===== config.mk =====
export PLATFORM = sky130hd
export DESIGN_NAME = zip_memchk_flat
export DESIGN_NICKNAME = d
export VERILOG_FILES = /design/src/rtl/zip_memchk_if.sv /design/src/rtl/zip_memchk.sv /design/src/flat_wrapper.sv
export SDC_FILE = /design/constraint.sdc
export NUM_CORES = 1
export LEC_CHECK = 0
export CAP_MARGIN = 20
export CORE_AREA = 2 2 103 105
export DETAILED_ROUTE_END_ITERATION = 16
export DIE_AREA = 0 0 105 107
export PLACE_DENSITY = 0.74
export SLEW_MARGIN = 30
export SYNTH_ARGS = -nofsm -noshare
export SYNTH_HDL_FRONTEND = slang
export SYNTH_SLANG_ARGS = --single-unit

===== constraint.sdc =====
create_clock -name i_clk -period 2.45 [get_ports i_clk]
set_input_delay 0.3675 -clock i_clk [delete_from_list [all_inputs] [get_ports i_clk]]
set_output_delay 0.3675 -clock i_clk [all_outputs]
set_load 0.01 [all_outputs]

===== src/rtl/zip_memchk_if.sv =====
// CPU-to-memory-unit observation bundle: the monitored signals plus the checker's status outputs.
// The checker only reads the monitored side, so it never backpressures anything.
interface zip_memchk_if #(
  parameter int LGDEPTH = 2,
  parameter int LGCOUNT = 16
);
  logic               i_cpu_reset;
  logic               i_stb;
  logic               i_pipe_stalled;
  logic [2:0]         i_op;
  logic [4:0]         i_oreg;
  logic               i_lock;
  logic               i_busy;
  logic               i_rdbusy;
  logic               i_valid;
  logic               i_done;
  logic               i_err;
  logic [4:0]         i_wreg;
  logic [LGDEPTH:0]   o_outstanding;
  logic               o_read_cycle;
  logic [4:0]         o_expected_reg;
  logic               o_fault;
  logic [3:0]         o_fault_code;
  logic [LGCOUNT-1:0] o_returns;
  logic [LGCOUNT-1:0] o_errors;

  modport master (
    output i_cpu_reset, i_stb, i_pipe_stalled, i_op, i_oreg, i_lock,
           i_busy, i_rdbusy, i_valid, i_done, i_err, i_wreg,
    input  o_outstanding, o_read_cycle, o_expected_reg, o_fault, o_fault_code,
           o_returns, o_errors
  );

  modport slave (
    input  i_cpu_reset, i_stb, i_pipe_stalled, i_op, i_oreg, i_lock,
           i_busy, i_rdbusy, i_valid, i_done, i_err, i_wreg,
    output o_outstanding, o_read_cycle, o_expected_reg, o_fault, o_fault_code,
           o_returns, o_errors
  );
endinterface


===== src/rtl/zip_memchk.sv =====
// Passive CPU/memory-unit protocol checker: tracks outstanding requests, latches the first fault.
// All status is registered (one-cycle latency); it observes only and never stalls the bus.
module zip_memchk #(
  parameter int LGDEPTH  = 2,
  parameter bit OPT_LOCK = 1'b0,
  parameter int LGCOUNT  = 16
) (
  input  logic          i_clk,
  input  logic          i_reset,
  zip_memchk_if.slave   bus
);
  localparam int DEPTH = 1 << LGDEPTH;
  localparam logic [LGDEPTH:0] FULL_CNT = (LGDEPTH+1)'(DEPTH);

  typedef struct packed {
    logic       is_read;
    logic [4:0] oreg;
  } entry_t;

  entry_t               mem_q [DEPTH];
  entry_t               mem_d [DEPTH];
  logic [LGDEPTH-1:0]   wr_ptr_q, wr_ptr_d, rd_ptr_q, rd_ptr_d;
  logic [LGDEPTH:0]     cnt_q, cnt_d;
  logic                 read_cycle_q, read_cycle_d;
  logic                 fault_q, fault_d;
  logic [3:0]           code_q, code_d;
  logic [LGCOUNT-1:0]   returns_q, returns_d, errors_q, errors_d;
  logic                 err_prev_q, err_prev_d, crst_prev_q, crst_prev_d;
  logic                 stall_q, stall_d, stall_lock_q, stall_lock_d;
  logic [4:0]           stall_oreg_q, stall_oreg_d;
  logic [2:0]           stall_op_q, stall_op_d;

  logic                 empty, full, accept, flush, pop, push;
  entry_t               head;
  logic [11:1]          hit;
  logic [3:0]           first_code;

  assign empty  = (cnt_q == '0);
  assign full   = (cnt_q == FULL_CNT);
  assign accept = bus.i_stb && !bus.i_pipe_stalled && !bus.i_cpu_reset;
  assign flush  = bus.i_err || bus.i_cpu_reset;
  assign pop    = bus.i_done && !empty && !flush;
  // A full FIFO only takes a new entry when the head leaves in the same cycle.
  assign push   = accept && !flush && (!full || pop);
  assign head   = mem_q[rd_ptr_q];

  always_comb begin
    mem_d    = mem_q;
    wr_ptr_d = wr_ptr_q;
    rd_ptr_d = rd_ptr_q;
    cnt_d    = cnt_q;
    if (push) begin
      mem_d[wr_ptr_q] = '{is_read: !bus.i_op[0], oreg: bus.i_oreg};
      wr_ptr_d        = wr_ptr_q + LGDEPTH'(1);
    end
    if (pop)
      rd_ptr_d = rd_ptr_q + LGDEPTH'(1);
    case ({push, pop})
      2'b10:   cnt_d = cnt_q + (LGDEPTH+1)'(1);
      2'b01:   cnt_d = cnt_q - (LGDEPTH+1)'(1);
      default: cnt_d = cnt_q;
    endcase
    if (flush) begin
      wr_ptr_d = '0;
      rd_ptr_d = '0;
      cnt_d    = '0;
    end

    read_cycle_d = read_cycle_q;
    if (accept && !flush)
      read_cycle_d = !bus.i_op[0];
    if (cnt_d == '0)
      read_cycle_d = 1'b0;
  end

  always_comb begin
    hit     = '0;
    hit[1]  = (bus.i_done && empty) || (bus.i_err && empty && !accept);
    hit[2]  = accept && full && !pop;
    hit[3]  = bus.i_valid && !empty && !head.is_read;
    hit[4]  = bus.i_valid && !empty && (bus.i_wreg != head.oreg);
    hit[5]  = bus.i_stb && (bus.i_err || err_prev_q || crst_prev_q);
    hit[6]  = accept && !empty && (!bus.i_op[0] != read_cycle_q);
    hit[7]  = bus.i_stb && bus.i_lock && !OPT_LOCK;
    hit[8]  = bus.i_rdbusy && !bus.i_busy;
    hit[9]  = bus.i_valid && !bus.i_done;
    hit[10] = bus.i_stb && (bus.i_op[2:1] == 2'b00);
    hit[11] = stall_q && !bus.i_cpu_reset &&
              (!bus.i_stb || (bus.i_oreg != stall_oreg_q) ||
               (bus.i_op != stall_op_q) || (bus.i_lock != stall_lock_q));

    // Scan downward so the lowest-numbered active code is the one kept.
    first_code = 4'd0;
    for (int k = 11; k >= 1; k--)
      if (hit[k])
        first_code = 4'(k);

    fault_d = fault_q;
    code_d  = code_q;
    if (!fault_q && (hit != '0)) begin
      fault_d = 1'b1;
      code_d  = first_code;
    end

    returns_d = returns_q;
    if (bus.i_valid && !(&returns_q))
      returns_d = returns_q + LGCOUNT'(1);
    errors_d = errors_q;
    if (bus.i_err && !(&errors_q))
      errors_d = errors_q + LGCOUNT'(1);

    err_prev_d   = bus.i_err;
    crst_prev_d  = bus.i_cpu_reset;
    stall_d      = bus.i_stb && bus.i_pipe_stalled && !bus.i_cpu_reset;
    stall_oreg_d = bus.i_oreg;
    stall_op_d   = bus.i_op;
    stall_lock_d = bus.i_lock;
  end

  always_ff @(posedge i_clk or posedge i_reset) begin
    if (i_reset) begin
      for (int i = 0; i < DEPTH; i++)
        mem_q[i] <= '0;
      wr_ptr_q     <= '0;
      rd_ptr_q     <= '0;
      cnt_q        <= '0;
      read_cycle_q <= 1'b0;
      fault_q      <= 1'b0;
      code_q       <= '0;
      returns_q    <= '0;
      errors_q     <= '0;
      err_prev_q   <= 1'b0;
      crst_prev_q  <= 1'b0;
      stall_q      <= 1'b0;
      stall_oreg_q <= '0;
      stall_op_q   <= '0;
      stall_lock_q <= 1'b0;
    end else begin
      for (int i = 0; i < DEPTH; i++)
        mem_q[i] <= mem_d[i];
      wr_ptr_q     <= wr_ptr_d;
      rd_ptr_q     <= rd_ptr_d;
      cnt_q        <= cnt_d;
      read_cycle_q <= read_cycle_d;
      fault_q      <= fault_d;
      code_q       <= code_d;
      returns_q    <= returns_d;
      errors_q     <= errors_d;
      err_prev_q   <= err_prev_d;
      crst_prev_q  <= crst_prev_d;
      stall_q      <= stall_d;
      stall_oreg_q <= stall_oreg_d;
      stall_op_q   <= stall_op_d;
      stall_lock_q <= stall_lock_d;
    end
  end

  assign bus.o_outstanding  = cnt_q;
  assign bus.o_read_cycle   = read_cycle_q;
  assign bus.o_expected_reg = empty ? 5'd0 : head.oreg;
  assign bus.o_fault        = fault_q;
  assign bus.o_fault_code   = code_q;
  assign bus.o_returns      = returns_q;
  assign bus.o_errors       = errors_q;
endmodule


===== src/flat_wrapper.sv =====
// flat-port wrapper written by rule: the top's interface ports become plain ports
module zip_memchk_flat 
#(
  parameter int LGDEPTH  = 2,
  parameter bit OPT_LOCK = 1'b0,
  parameter int LGCOUNT  = 16
)
  (i_clk, i_reset, bus_i_cpu_reset, bus_i_stb, bus_i_pipe_stalled, bus_i_op, bus_i_oreg, bus_i_lock, bus_i_busy, bus_i_rdbusy, bus_i_valid, bus_i_done, bus_i_err, bus_i_wreg, bus_o_outstanding, bus_o_read_cycle, bus_o_expected_reg, bus_o_fault, bus_o_fault_code, bus_o_returns, bus_o_errors);
  zip_memchk_if #(.LGDEPTH(LGDEPTH), .LGCOUNT(LGCOUNT)) bus_i ();
  input  logic i_clk;
  input  logic i_reset;
  input wire logic [$bits(bus_i.i_cpu_reset)-1:0] bus_i_cpu_reset;
  input wire logic [$bits(bus_i.i_stb)-1:0] bus_i_stb;
  input wire logic [$bits(bus_i.i_pipe_stalled)-1:0] bus_i_pipe_stalled;
  input wire logic [$bits(bus_i.i_op)-1:0] bus_i_op;
  input wire logic [$bits(bus_i.i_oreg)-1:0] bus_i_oreg;
  input wire logic [$bits(bus_i.i_lock)-1:0] bus_i_lock;
  input wire logic [$bits(bus_i.i_busy)-1:0] bus_i_busy;
  input wire logic [$bits(bus_i.i_rdbusy)-1:0] bus_i_rdbusy;
  input wire logic [$bits(bus_i.i_valid)-1:0] bus_i_valid;
  input wire logic [$bits(bus_i.i_done)-1:0] bus_i_done;
  input wire logic [$bits(bus_i.i_err)-1:0] bus_i_err;
  input wire logic [$bits(bus_i.i_wreg)-1:0] bus_i_wreg;
  output wire logic [$bits(bus_i.o_outstanding)-1:0] bus_o_outstanding;
  output wire logic [$bits(bus_i.o_read_cycle)-1:0] bus_o_read_cycle;
  output wire logic [$bits(bus_i.o_expected_reg)-1:0] bus_o_expected_reg;
  output wire logic [$bits(bus_i.o_fault)-1:0] bus_o_fault;
  output wire logic [$bits(bus_i.o_fault_code)-1:0] bus_o_fault_code;
  output wire logic [$bits(bus_i.o_returns)-1:0] bus_o_returns;
  output wire logic [$bits(bus_i.o_errors)-1:0] bus_o_errors;
  assign bus_i.i_cpu_reset = bus_i_cpu_reset;
  assign bus_i.i_stb = bus_i_stb;
  assign bus_i.i_pipe_stalled = bus_i_pipe_stalled;
  assign bus_i.i_op = bus_i_op;
  assign bus_i.i_oreg = bus_i_oreg;
  assign bus_i.i_lock = bus_i_lock;
  assign bus_i.i_busy = bus_i_busy;
  assign bus_i.i_rdbusy = bus_i_rdbusy;
  assign bus_i.i_valid = bus_i_valid;
  assign bus_i.i_done = bus_i_done;
  assign bus_i.i_err = bus_i_err;
  assign bus_i.i_wreg = bus_i_wreg;
  assign bus_o_outstanding = bus_i.o_outstanding;
  assign bus_o_read_cycle = bus_i.o_read_cycle;
  assign bus_o_expected_reg = bus_i.o_expected_reg;
  assign bus_o_fault = bus_i.o_fault;
  assign bus_o_fault_code = bus_i.o_fault_code;
  assign bus_o_returns = bus_i.o_returns;
  assign bus_o_errors = bus_i.o_errors;
  zip_memchk #(.LGDEPTH(LGDEPTH), .OPT_LOCK(OPT_LOCK), .LGCOUNT(LGCOUNT)) u_core (.i_clk(i_clk), .i_reset(i_reset), .bus(bus_i));
endmodule

Word level (Yosys, flattened, before mapping) --
Index checks and enable logic that the tools add are counted.
Storage, ports and cells: register bits after elaboration 81, output and inout port bits 46, word-level logic and storage cells 128, input bits 24
Operators by class: muxes and demuxes 26, add/subtract/negate cells 6, order comparisons 3, equality and inequality tests 8, reduce and logical (&&, ||, !) cells 61, bitwise gates (word level) 2
Operators with widths (count):
- 4-bit two-way mux | 11
- 16-bit by 1-bit adder with 16-bit output (second input constant) | 2
- 16-bit AND reduction | 2
- 1-bit logical AND | 29
- 24-bit bitwise mux | 1
- 6-bit two-way mux | 3
- 1-bit logical NOT | 15
- 6-bit binary-select mux with 2-bit select | 1
- 6-bit demux with 2-bit select | 1
- 11-bit nonzero test | 1
- 5-bit != test | 2
- 1-bit logical OR | 8
- 2-bit two-way mux | 4
- 3-bit greater-or-equal comparator (second input constant) | 2
- 3-bit logical NOT | 2
- 2-bit NOT with 3-bit output | 2
- 3-bit case mux with 2 select lines | 1
- 2-bit nonzero test | 3
- 5-bit two-way mux | 1
- 2-bit by 1-bit adder with 2-bit output (second input constant) | 2
- 3-bit by 1-bit adder with 3-bit output (second input constant) | 1
- 3-bit == test (second input constant) | 1
- 3-bit by 1-bit less-than comparator with 1-bit output (second input constant) | 1
- 3-bit two-way mux | 1
- other kinds (7) | 9

Logic depth before layout (Yosys ltp) --
Gate-level depths: netlist of the first run.
depth in word-level cells 16, gate-level depth with buffers 13, depth with buffers taken out 11

Least setup slack after synthesis of the first run --
Ideal clock, no wire load.
path kind input -> register, from input port bus_i_cpu_reset, to register u_core.read_cycle_q, in the netlist u_core.bus.o_read_cycle, arrival time 2857 ps, path slack -501 ps, required time 2356 ps, cell stages on the path 13, cell sequence or3b_1 -> buf_2 -> nor2_1 -> o21a_1 -> clkbuf_1 -> inv_1 -> ha_1 -> fa_1 -> xnor2_1 -> or3_1 -> a21oi_1 -> nor3_1 -> a211oi_1
Between the ends: longest elaborated chain between the ends 10, elaborated cells between the ends (all ways) 15
Ends and longest elaborated chain:
- start, declared | line flat_wrapper.sv:12 | input wire logic [$bits(bus_i.i_cpu_reset)-1:0] bus_i_cpu_reset;
- 1-bit logical OR | line zip_memchk.sv:41 | assign flush = bus.i_err || bus.i_cpu_reset;
- 1-bit logical NOT | line zip_memchk.sv:42, zip_memchk.sv:44
- 1-bit logical AND | line zip_memchk.sv:42 | assign pop = bus.i_done && !empty && !flush;
- 1-bit logical OR | line zip_memchk.sv:44 | assign push = accept && !flush && (!full || pop);
- 1-bit logical AND | line zip_memchk.sv:44
- 2-bit by 1-bit == test with 1-bit output / 2-bit == test (equally long branches) | line zip_memchk.sv:58 | case ({push, pop})
- 3-bit case mux with 2 select lines | line zip_memchk.sv:58
- 3-bit two-way mux (*) | line zip_memchk.sv:63 | if (flush) begin
- named net u_core.cnt_d[2] | line zip_memchk.sv:23 | logic [LGDEPTH:0] cnt_q, cnt_d;
- 3-bit logical NOT (*) | line zip_memchk.sv:72 | if (cnt_d == '0)
- 1-bit two-way mux / 2-bit nonzero test (equally long branches)
- end signal, assigned | line zip_memchk.sv:144 | read_cycle_q <= read_cycle_d;
- end, declared | line zip_memchk.sv:24 | logic read_cycle_q, read_cycle_d;
Mark *: on every way through the listed nets, which the timed path passes. The rest lies on a longest branch. A chain may end at the register's enable or synchronous reset.

Worst setup path in the final report of the first run --
from register u_core.rd_ptr_q[0], to register u_core.code_q[3], in the netlist u_core.bus.o_fault_code[3]
Between the ends: longest elaborated chain between the ends 10, elaborated cells between the ends (all ways) 14
Ends and longest elaborated chain:
- start, declared | line zip_memchk.sv:22 | logic [LGDEPTH-1:0] wr_ptr_q, wr_ptr_d, rd_ptr_q, rd_ptr_d;
- start signal, assigned | line zip_memchk.sv:142 | rd_ptr_q <= rd_ptr_d;
- 2-bit NOT with 3-bit output (not written as such) (*) | line zip_memchk.sv:45 | assign head = mem_q[rd_ptr_q];
- 6-bit binary-select mux with 2-bit select (*) | line zip_memchk.sv:45
- 6-bit two-way mux (not written as such) (*) (2 in series) | line zip_memchk.sv:45
- 5-bit != test | line zip_memchk.sv:81 | hit[4] = bus.i_valid && !empty && (bus.i_wreg != head.oreg);
- 1-bit logical AND | line zip_memchk.sv:81
- 4-bit two-way mux (4 in series) | line zip_memchk.sv:95 | if (hit[k])
- end signal, assigned | line zip_memchk.sv:146 | code_q <= code_d;
- end, declared | line zip_memchk.sv:26 | logic [3:0] code_q, code_d;
Every way passes the cells marked *; elsewhere a longest branch is shown, timed or not. The select of a mux whose other input is x is not followed.

==> run metrics, run 1 <==
total wire length 9130 um; Hold Vio Cnt, Final 0; Rows 37; Post-synth ARST share 100%; FMAX 0.419 GHz; syn avg cell area 11.6 um2; DRC viols 0; final instance area 0.00543 mm2; gr usage total 17.5%; Port Buffer Count 69; CP max FO 7; worst min-delay path category in2reg; ANT nets after route 0; Max transition margin 61.8%; synth-to-layout area growth 38.0%; Peak VDD IR 569 uV; global-route wire length before repair 15400 um; Iter 0 DRT Violations 52; initial antenna violation count 0; Mapped Cells 339; pwr/cell area 665 mW/mm2; DIE AREA 0.0112 mm2; Slew Viols, Final 0; Final setup viols 0; worst-margin pin slew 0.566 ns; core area 0.0101 mm2; RD Place Congestion 0.901; dominant cell type by area after synthesis dfrtp_1; library cells used by synthesis 58; Critical Path End Type register; pin count of the biggest net entering global routing 37; RSZ-0062 raised after global routing yes; grt ovf 0; register area share after synthesis 51.5%; Nets 491; cts bufs inserted 9; placed inst area 0.00506 mm2; min cycle time layout 2.39 ns; Synth top area share 51.5%; ant diodes 0; Synth Warn # 0; clock sink count 81; Routed wire per std cell 15.2 um; outcome completed; routed via count 3014; count of filler cells inserted in the layout 912; CTS tree done; root buf cell clkbuf_8; share of layout cells above drive strength 1 25.6%; critical path arrival 2.66 ns; Max-Cap Viols 0; Hold-fix buffers, CTS 0; Post-Syn Area 0.00394 mm2; Crit Path Class reg2reg; die width 105 um; Setup crit start kind register; vias in the first global route 3171; Leak 2.50 nW; Initial Utilization 39.0%; cells taking the most area after synthesis dfrtp_1 (52%), xor2_1 (6.9%), mux2_2 (6.6%), xnor2_1 (4.0%), mux4_1 (2.7%); CTS H-tree lvls 3; number of synthesized flops with an enable pin 0; Max clock buf depth 2; #FFs+latches synth 81; Clock Skew 0.00851 ns; drt first pass iters 4; Clock Pin Slew Worst Setup and Hold Paths 0.08 ns; Die Y 107 um; Setup TNS Final 0 ns; drt via density 5.02; Post-DP HPWL 6700 um; Syn Nets 371; num ports 70; CP required 2.72 ns; Top FF cell, synth dfrtp_1; clk_lat worst skew 0.36 ns; crit share post-route 97.5%
stage by stage:
| stage | setup slack, ns | power, mW | cells | hold slack (ns) | utilization [%] |
|---|---|---|---|---|---|
| after floorplan | -0.215 | 2.09 | 339 | 0.399 | - |
| after global placement | -0.604 | 2.48 | 570 | 0.455 | 50.1 |
| after detailed placement | -0.678 | 2.52 | 570 | 0.476 | 50.1 |
| after CTS | -0.0805 | 3.65 | 597 | 0.347 | 53.5 |
| after global routing | -0.0552 | 3.81 | 600 | 0.264 | 53.8 |
| final | 0.0611 | 3.61 | 600 | 0.297 | 53.8 |
power by group:
group | internal, mW | switching, mW | leakage [nW]
Clock | 0.632 | 0.478 | 0.117
Sequential | 1.50 | 0.178 | 1.03
Combinational | 0.472 | 0.348 | 1.35
Total | 2.61 | 1.00 | 2.50
metal layers:
layer  vias to the layer above  GRT usage, %  wire [um]
met5                         -             0          0
met4                         0          5.90        161
met3                        15          4.98        384
met2                        70          30.6       4610
met1                      1513          20.7       3970
li1                       1416             -          -
kinds of logic after synthesis:
| group | share of synthesized area, % |
|---|---|
| flip-flops | 51.5 |
| AO/OA/AOI/OAI | 6.90 |
| XOR/XNOR | 10.9 |
| multiplexers | 10.9 |
| AND/OR/NAND/NOR | 14.6 |
| buffers and inverters | 2.45 |
| adder cells (fa/ha/maj) | 2.73 |
final cells by class:
| class | count | area (um2) | share of cell area [%] |
|---|---|---|---|
| sequential | 81 | 2030 | 37.3 |
| multi-input combinational | 235 | 1880 | 34.5 |
| timing repair buffer | 118 | 1070 | 19.8 |
| tap | 136 | 170 | 3.13 |
| clock buffer | 12 | 155 | 2.86 |
| clock inverter | 4 | 73.8 | 1.36 |
| inverter | 14 | 53.8 | 0.991 |
cells in the final DEF (no fill, tap or decap), types with 3 or more instances in the layout:
cell / count
inv_1: 12
xor2_1: 31
nand4_1: 9
o31ai_1: 5
mux4_2: 5
mux2_2: 23
buf_4: 47
clkdlybuf4s50_1: 61
nand3_1: 7
dfrtp_1: 81
o21ai_0: 8
and2_1: 7
dlygate4sd2_1: 3
xnor2_1: 17
nor2_1: 25
or3_1: 5
nand2b_1: 3
ha_1: 6
clkbuf_8: 11
nor3_1: 5
nand2_1: 25
critical path, cell delays in order, from the launching register on:
cell	delay [ns]
dfrtp_1	0.38
buf_12	0.14
mux4_2	0.54
xor2_1	0.17
nor3_2	0.19
a31o_2	0.27
or4b_1	0.45
a22oi_1	0.17
path summary, 6_finish.rpt:
kind | start | end | slack (ns) | cells after the start
hold / removal | bus_i_cpu_reset | u_core.crst_prev_q | 0.30 | 2
hold reg to reg | u_core.bus.o_returns[9] | u_core.bus.o_returns[9] | 0.49 | 1
setup reg to reg | u_core.rd_ptr_q[0] | u_core.bus.o_fault_code[3] | 0.06 | 7
setup / recovery | u_core.rd_ptr_q[0] | u_core.bus.o_fault_code[3] | 0.06 | 7
min in group asynchronous | i_reset | u_core.mem_q[15] | 0.35 | 2
max in group asynchronous | i_reset | u_core.bus.o_returns[1] | 1.47 | 3
timing repair:
action / CTS / global route
gates resized for setup: 23 / 6
pin swaps: 12 / 8
setup buffers: 12 / 3
endpoints found under the setup margin: 6 / 7
cell usage after synthesis (4+ instances only):
master / instances
nand4_1: 9
nand2_1: 26
mux4_1: 4
mux2_2: 23
clkbuf_1: 6
nand3_1: 7
nor2_1: 27
ha_1: 7
or3_1: 6
o31ai_1: 5
o21ai_0: 8
inv_1: 14
xor2_1: 31
nor3_1: 6
dfrtp_1: 81
xnor2_1: 18
and2_1: 7
flip-flops by register name, indices dropped and copies added (netlist names), 2 cells and up:
name and flops:
u_core.mem_q 24, u_core.stall_oreg_q 5, u_core.wr_ptr_q 2, u_core.bus.o_returns 16, u_core.bus.o_fault_code 4, u_core.bus.o_errors 16, u_core.bus.o_outstanding 3, u_core.stall_op_q 3
u_core.rd_ptr_q 2
Power figures use the tool's default switching activity.
==> inputs of run 2 (changes only) <==
HOLD_SLACK_MARGIN = 0.02   (was not set)
==> results of run 2 <==
No change in the layout: final DEF, timing and power equal those of run 1.
